`src/rtl/sm_serial_adder.sv`:
```
// Sign-magnitude serial adder/subtractor: SLICE bits per cycle, LSB first, N = WIDTH/SLICE cycles per op.
// Optional macro SM_ADDER_SAT_EN: saturate the magnitude to all ones on overflow instead of wrapping.
module sm_serial_adder #(
  parameter int WIDTH = 8,
  parameter int SLICE = 1
) (
  input  logic             clk,
  input  logic             rst_n,
  input  logic             in_valid,
  output logic             in_ready,
  input  logic             a_sign,
  input  logic             b_sign,
  input  logic [WIDTH-1:0] a_mag,
  input  logic [WIDTH-1:0] b_mag,
  input  logic             op_sub,
  output logic             out_valid,
  input  logic             out_ready,
  output logic             s_sign,
  output logic [WIDTH-1:0] s_mag,
  output logic             overflow
);

  localparam int N     = WIDTH / SLICE;
  localparam int CNT_W = (N > 1) ? $clog2(N) : 1;

  typedef enum logic [1:0] {IDLE, RUN, DONE} state_t;

  state_t             r_state;
  logic [CNT_W-1:0]   r_cnt;
  logic               r_carry;
  logic               r_in_ready;
  logic               r_out_valid;
  logic               r_s_sign;
  logic [WIDTH-1:0]   r_s_mag;
  logic               r_overflow;

  logic [WIDTH-1:0]   r_big;
  logic [WIDTH-1:0]   r_small;
  logic               r_sub;
  logic               r_rsign;
  logic [WIDTH-1:0]   r_sum;

  logic               w_eb;
  logic               w_eff_sub;
  logic               w_swap;
  logic               w_accept;
  logic [SLICE-1:0]   w_a_sl;
  logic [SLICE-1:0]   w_b_sl;
  logic [SLICE-1:0]   w_sum_sl;
  logic               w_cout;
  logic [WIDTH-1:0]   w_res;
  logic               w_ovf;
  logic [WIDTH-1:0]   w_fin;

  assign w_eb      = b_sign ^ op_sub;
  assign w_eff_sub = a_sign ^ w_eb;
  // Subtraction always runs larger minus smaller; a tie keeps A as the minuend.
  assign w_swap    = w_eff_sub && (a_mag < b_mag);
  assign w_accept  = (r_state == IDLE) && in_valid;

  // Select the current slice of both operands.
  always_comb begin
    w_a_sl = '0;
    w_b_sl = '0;
    for (int k = 0; k < N; k++) begin
      if (r_cnt == CNT_W'(k)) begin
        w_a_sl = r_big[k*SLICE +: SLICE];
        w_b_sl = r_small[k*SLICE +: SLICE];
      end
    end
  end

  // Ripple full-adder slice; subtrahend inverted, carry seeded with 1 at accept.
  always_comb begin
    logic c;
    logic bb;
    w_sum_sl = '0;
    c        = r_carry;
    for (int i = 0; i < SLICE; i++) begin
      bb          = w_b_sl[i] ^ r_sub;
      w_sum_sl[i] = w_a_sl[i] ^ bb ^ c;
      c           = (w_a_sl[i] & bb) | (c & (w_a_sl[i] ^ bb));
    end
    w_cout = c;
  end

  always_comb begin
    w_res = r_sum;
    for (int k = 0; k < N; k++) begin
      if (r_cnt == CNT_W'(k)) begin
        w_res[k*SLICE +: SLICE] = w_sum_sl;
      end
    end
  end

  assign w_ovf = ~r_sub & w_cout;

`ifdef SM_ADDER_SAT_EN
  assign w_fin = w_ovf ? {WIDTH{1'b1}} : w_res;
`else
  assign w_fin = w_res;
`endif

  // Operand and partial-sum storage; only meaningful between accept and DONE.
  always_ff @(posedge clk) begin
    if (w_accept) begin
      r_sub   <= w_eff_sub;
      r_big   <= w_swap ? b_mag : a_mag;
      r_small <= w_swap ? a_mag : b_mag;
      r_rsign <= w_swap ? w_eb  : a_sign;
      r_sum   <= '0;
    end else if (r_state == RUN) begin
      r_sum   <= w_res;
    end
  end

  always_ff @(posedge clk or negedge rst_n) begin
    if (!rst_n) begin
      r_state     <= IDLE;
      r_cnt       <= '0;
      r_carry     <= 1'b0;
      r_in_ready  <= 1'b1;
      r_out_valid <= 1'b0;
      r_s_sign    <= 1'b0;
      r_s_mag     <= '0;
      r_overflow  <= 1'b0;
    end else begin
      case (r_state)
        IDLE: begin
          if (in_valid) begin
            r_state    <= RUN;
            r_in_ready <= 1'b0;
            r_cnt      <= '0;
            r_carry    <= w_eff_sub;
          end
        end
        RUN: begin
          if (r_cnt == CNT_W'(N-1)) begin
            r_state     <= DONE;
            r_cnt       <= '0;
            r_carry     <= 1'b0;
            r_out_valid <= 1'b1;
            r_s_mag     <= w_fin;
            r_s_sign    <= r_rsign & (|w_fin);
            r_overflow  <= w_ovf;
          end else begin
            r_cnt   <= r_cnt + CNT_W'(1);
            r_carry <= w_cout;
          end
        end
        DONE: begin
          // Returning to IDLE costs one bubble: no accept on this edge.
          if (out_ready) begin
            r_state     <= IDLE;
            r_out_valid <= 1'b0;
            r_in_ready  <= 1'b1;
          end
        end
        default: r_state <= IDLE;
      endcase
    end
  end

  assign in_ready  = r_in_ready;
  assign out_valid = r_out_valid;
  assign s_sign    = r_s_sign;
  assign s_mag     = r_s_mag;
  assign overflow  = r_overflow;

endmodule

```
`config.mk`:
```
export PLATFORM = sky130hd
export DESIGN_NAME = sm_serial_adder
export DESIGN_NICKNAME = d
export VERILOG_FILES = /design/src/rtl/sm_serial_adder.sv
export SDC_FILE = /design/constraint.sdc
export NUM_CORES = 1
export LEC_CHECK = 0
export CORE_ASPECT_RATIO = 0.5
export CORE_MARGIN = 2
export CORE_UTILIZATION = 55
export CTS_CLUSTER_SIZE = 40
export DETAILED_ROUTE_END_ITERATION = 10
export GPL_TIMING_DRIVEN = 0
export PLACE_DENSITY = 0.78
export SKIP_LAST_GASP = 1
export SYNTH_ARGS = -nofsm -noshare
export SYNTH_HDL_FRONTEND = slang
export SYNTH_SLANG_ARGS = --single-unit
```
`constraint.sdc`:
```
create_clock -name clk -period 3.7 [get_ports clk]
set_input_delay 0.74 -clock clk [delete_from_list [all_inputs] [get_ports clk]]
set_output_delay 0.74 -clock clk [all_outputs]
set_load 0.05 [all_outputs]
```
# Yosys cells after proc, flatten, opt, wreduce, memory -nomap -nowiden
# Cells that the tools add are included.
# op_classes
mux	43
eq_ne	12
magnitude_cmp	1
bitwise_logic	11
addsub	1
n_reduce_logical	13
# op_table
op	n
1-bit 2-to-1 mux	31
8-bit 2-to-1 mux	2
3-bit == test, second input constant	4
3-bit AND reduction	3
8-bit less-than comparator	1
8-bit OR reduction	1
3-bit by 2-bit == test with 1-bit output, second input constant	2
2-bit 2-to-1 mux	3
3-bit 2-to-1 mux	2
2-bit != test, second input constant	3
1-bit one-hot mux with 2 select lines	3
2-bit one-hot mux with 3 select lines	1
3-bit one-hot mux with 2 select lines	1
2-bit nonzero test	3
1-bit bitwise XOR	5
1-bit AND	4
2-bit AND reduction	2
3-bit by 1-bit adder with 3-bit output, second input constant	1
3-bit by 1-bit == test with 1-bit output, second input constant	1
3-bit zero test	1
2-bit by 1-bit == test with 1-bit output, second input constant	1
2-bit == test, second input constant	1
1-bit logical AND	2
2-bit zero test	1
2 further kinds	2
# word_totals
reg_bits	44
word_cells	94
input_bits	23
out_inout_bits	12

# Longest topological paths before layout
# depth
word_depth	15
depth_mapped	12
ltp_nobuf	10

# Least setup slack after synthesis
# No wires, ideal clock.
# synth_timing
path_kind	register to register
start	register r_cnt[2]
end	register r_s_sign (netlist: s_sign)
t_required_ns	3.565
setup_time_ns	0.135
arrival_ns	2.871
n_path_buf	2
stages_incl_launch_ff	13
setup_slack_ns	0.694
path_cell_list	dfrtp_1 > clkbuf_1 > inv_2 > ha_1 > or3b_1 > o221a_2 > a221oi_1 > xor2_1 > fa_1 > clkbuf_1 > nand2_1 > o32ai_1 > a31oi_1
# synth_between
elab_chain_len	15
elab_cells_between_ends	38
cone_classes	7 x eq/ne; 24 x mux; 4 x bitwise; 3 x reduce/logical
# synth_lines
element	line_no	text
from (decl)	29	logic [CNT_W-1:0] r_cnt;
from (signal assigned)	147	r_cnt <= r_cnt + CNT_W'(1);
3-bit zero test	66, 90	
1-bit 2-to-1 mux (8 in a row)	66	if (r_cnt == CNT_W'(k)) begin
1-bit bitwise XOR	80	bb = w_b_sl[i] ^ r_sub;
1-bit bitwise XOR (2 in a row)	81	w_sum_sl[i] = w_a_sl[i] ^ bb ^ c;
1-bit 2-to-1 mux	90	if (r_cnt == CNT_W'(k)) begin
8-bit OR reduction	144	r_s_sign <= r_rsign & (|w_fin);
1-bit AND	144	
to (signal assigned)	144	
to (decl)	33	logic r_s_sign;
# Parallel ways exist; a longest one is shown, timed or not.
# A chain may end at the register's enable or synchronous reset.

# Final worst setup path
# Ends and elaborated chain as after synthesis.

==> results_dict.tcl <==
set metrics [dict create \
    clkLatencyLatePin_ps 290 \
    regArea_um2 1130 \
    min_from "s_mag[0]" \
    die_area_um2 5180 \
    wl_per_cell_um 14.8 \
    final_common_cell "clkdlybuf4s50_1" \
    timing.rr.start "r_cnt[2]" \
    drv_cap 0 \
    initial_core_util 0.573 \
    avgViaCountPerCell 5.57 \
    n_fill_cell 367 \
    cts_made_buffers 5 \
    finalSetupViolCount 0 \
    syn-cell-area_um2 2520 \
    synth_enable_flop_cells 18 \
    synth-xor-area-share 0.0169 \
    drv_slew 0 \
    firstDrtPassIters 4 \
    startpoint "r_cnt[2]" \
    clk_pin_slew_ps 70 \
    antenna_found_initial 0 \
    hpwl_mm 3.97 \
    synth_seq_cells 43 \
    synthMuxAreaShare 0.0947 \
    drc 0 \
    fin_skew_ps 1.86 \
    max_slew.worst_pin.slew_ps 835 \
    period_minus_slack_ps 3440 \
    synth_top_flop_cell "edfxtp_1" \
    grt_setup_unrepaired "false" \
    max-slew-margin-rel 0.442 \
    synth_fp_nets 288 \
    overflow 0 \
    critPathCaptureType "flip-flop" \
    cp_slowest_cell "fa_1" \
    area_delta_synth_final_pct 20.2 \
    cts_sinks 43 \
    post_cts_buffers 0 \
    synth.avg_cell_area_um2 10.0 \
    drtAntennaViolNets 0 \
    timing_hold_violations_final 0 \
    hp-class "flip-flop to flip-flop" \
    hold_path_depth 2 \
    drt-total-wl_mm 5.20 \
    synth_cells 251 \
    synth.distinct_cells 47 \
    synthArstFlopShare 0.419 \
    crit_type "flip-flop to flip-flop" \
    yosys_warnings 0 \
    drtIter0Drc 116 \
    fmax_mhz 291 \
    place_congestion 0.835 \
    io_buffers 34 \
    cts_tree "yes" \
    ff2ff_setup_slack_ps 260 \
    multi_input_area_um2 1260 \
    cp-start-kind "flip-flop" \
    cp.required_ps 3860 \
    power.density_nw_per_um2 771 \
    synth_compound_area_frac 0.188 \
    layout-drive-gt1-share 0.122 \
    r2r_cells 11 \
    mostFrequentLayoutCells "clkdlybuf4s50_1, a21oi_1, nand2_1" \
    design.core.area_um2 4400 \
    fp.dieH_um 51.9 \
    ir_drop_mv 0.331 \
    cts_buffer_depth 2 \
    grt_max_degree 19 \
    first_global_vias 1894 \
    num_rows 17 \
    ys_seq_area_frac 0.449 \
    critPathMaxFanout 10 \
    synthAdderAreaFrac 0.0724 \
    htreeDepth 2 \
    p_leak_nw 1.25 \
    cts_root_buf "clkbuf_8" \
    grt_use_total 0.220 \
    total_power_w 0.00234 \
    num_io_pins 35 \
    critPathMaxStageDelay_ps 550 \
    grt_pass1_wl_mm 8.74 \
    finalNetCount 330 \
    antennaDiodeCount 0 \
    min_period_over_period 0.928 \
    setup_tns_ps 0 \
    fp.dieW_um 99.8 \
    status "completed" \
    synth_top_family_by_area "compound AO/OA/AOI/OAI gates" \
    via_count 1955 \
    crit_arrival_ps 3590 \
    synth-simple-area-share 0.125 \
    crit_path_cell_trace "clkbuf_1 -> inv_2 -> ha_1 -> a2111oi_0 -> o22ai_1 -> a221o_1 -> fa_1 -> clkbuf_2 -> nand2_1 -> o32ai_1 -> a31oi_1" \
]
routing by layer:
metal,vias up,global-route usage,wire (um)
met4,0,0.112,126
met1,915,0.287,2570
met2,51,0.354,2300
met5,-,0,0
li1,976,-,-
met3,13,0.0484,208
cells in the mapped netlist, types with 7 or more instances:
master    number  area share
a21oi_1       29       0.058
nand2_1       23       0.034
nor2_1        21       0.031
o21ai_0       21       0.042
edfxtp_1      18        0.21
dfrtp_1       17        0.17
inv_1         17       0.025
ha_1          13       0.064
mux2_4        10       0.060
clkbuf_1       9       0.013
dfxtp_1        7       0.056
mux2_2         7       0.031
where the power goes:
part / switching [W] / leakage (nW) / internal (W) / total (W)
combinational: 0.000837 / 0.759 / 0.000500 / 0.00134
clock: 0.000150 / 0.0422 / 0.000132 / 0.000282
sequential: 0.0000814 / 0.453 / 0.000639 / 0.000721
total: 0.00107 / 1.25 / 0.00127 / 0.00234
state kept, by name (all words and copies together) (netlist names):
| register | count |
|---|---|
| r_carry | 1 |
| r_state | 2 |
| r_big | 8 |
| overflow | 1 |
| in_ready | 1 |
| s_sign | 1 |
| r_small | 8 |
| r_rsign | 1 |
| out_valid | 1 |
| s_mag | 8 |
| r_sub | 1 |
| r_sum | 7 |
| r_cnt | 3 |
metrics by stage:
| step | instance area (um2) | cells | util | worst slack [ps] | hold WS, ps |
|---|---|---|---|---|---|
| after floorplan | 2520 | 251 | - | 694 | 444 |
| after global placement | 2930 | 342 | 0.666 | -151 | 459 |
| after detailed placement | 2950 | 343 | 0.670 | 166 | 465 |
| after CTS | 3030 | 351 | 0.689 | 143 | 482 |
| after global routing | 3030 | 351 | 0.689 | 113 | 511 |
| final | 3030 | 351 | 0.689 | 265 | 478 |
area by class of cell:
cell class | instances | share of cell area
tap | 57 | 0.0235
clock buffer | 7 | 0.0252
buffer | 13 | 0.0227
clock inverter | 1 | 0.00165
sequential | 43 | 0.373
inverter | 18 | 0.0223
multi-input combinational | 177 | 0.415
timing repair buffer | 35 | 0.116
critical path, delay by kind of cell, from the launching register on:
family                   cells  cell delay (ps)
adder cells (fa/ha/maj)      2              860
flip-flops                   1              350
buffers and inverters        3              680
AND/OR/NAND/NOR              1               90
AO/OA/AOI/OAI                5             1310
logic make-up (layout without fill, tap and decap cells):
logic type                 after synthesis  in the layout
AOI/OAI and AO/OA                       76             76
and+or+nand+nor                         66             66
DFF                                     43             43
buffers and inverters                   31             74
muxes                                   18             18
adders and majority gates               14             14
xor gates and xnor gates                 3              3
worst paths after layout:
path	to
setup reg to reg	s_sign
hold / removal	s_mag[0]
min in group asynchronous	r_cnt[0]
setup / recovery	s_sign
hold reg to reg	s_mag[0]
max in group asynchronous	s_sign
repair_timing:
action                     in CTS  in global routing
gates resized for setup         0                  2
setup endpoints to repair       0                  2
hold buffers                    0                  0
Power figures use the tool's default switching activity.
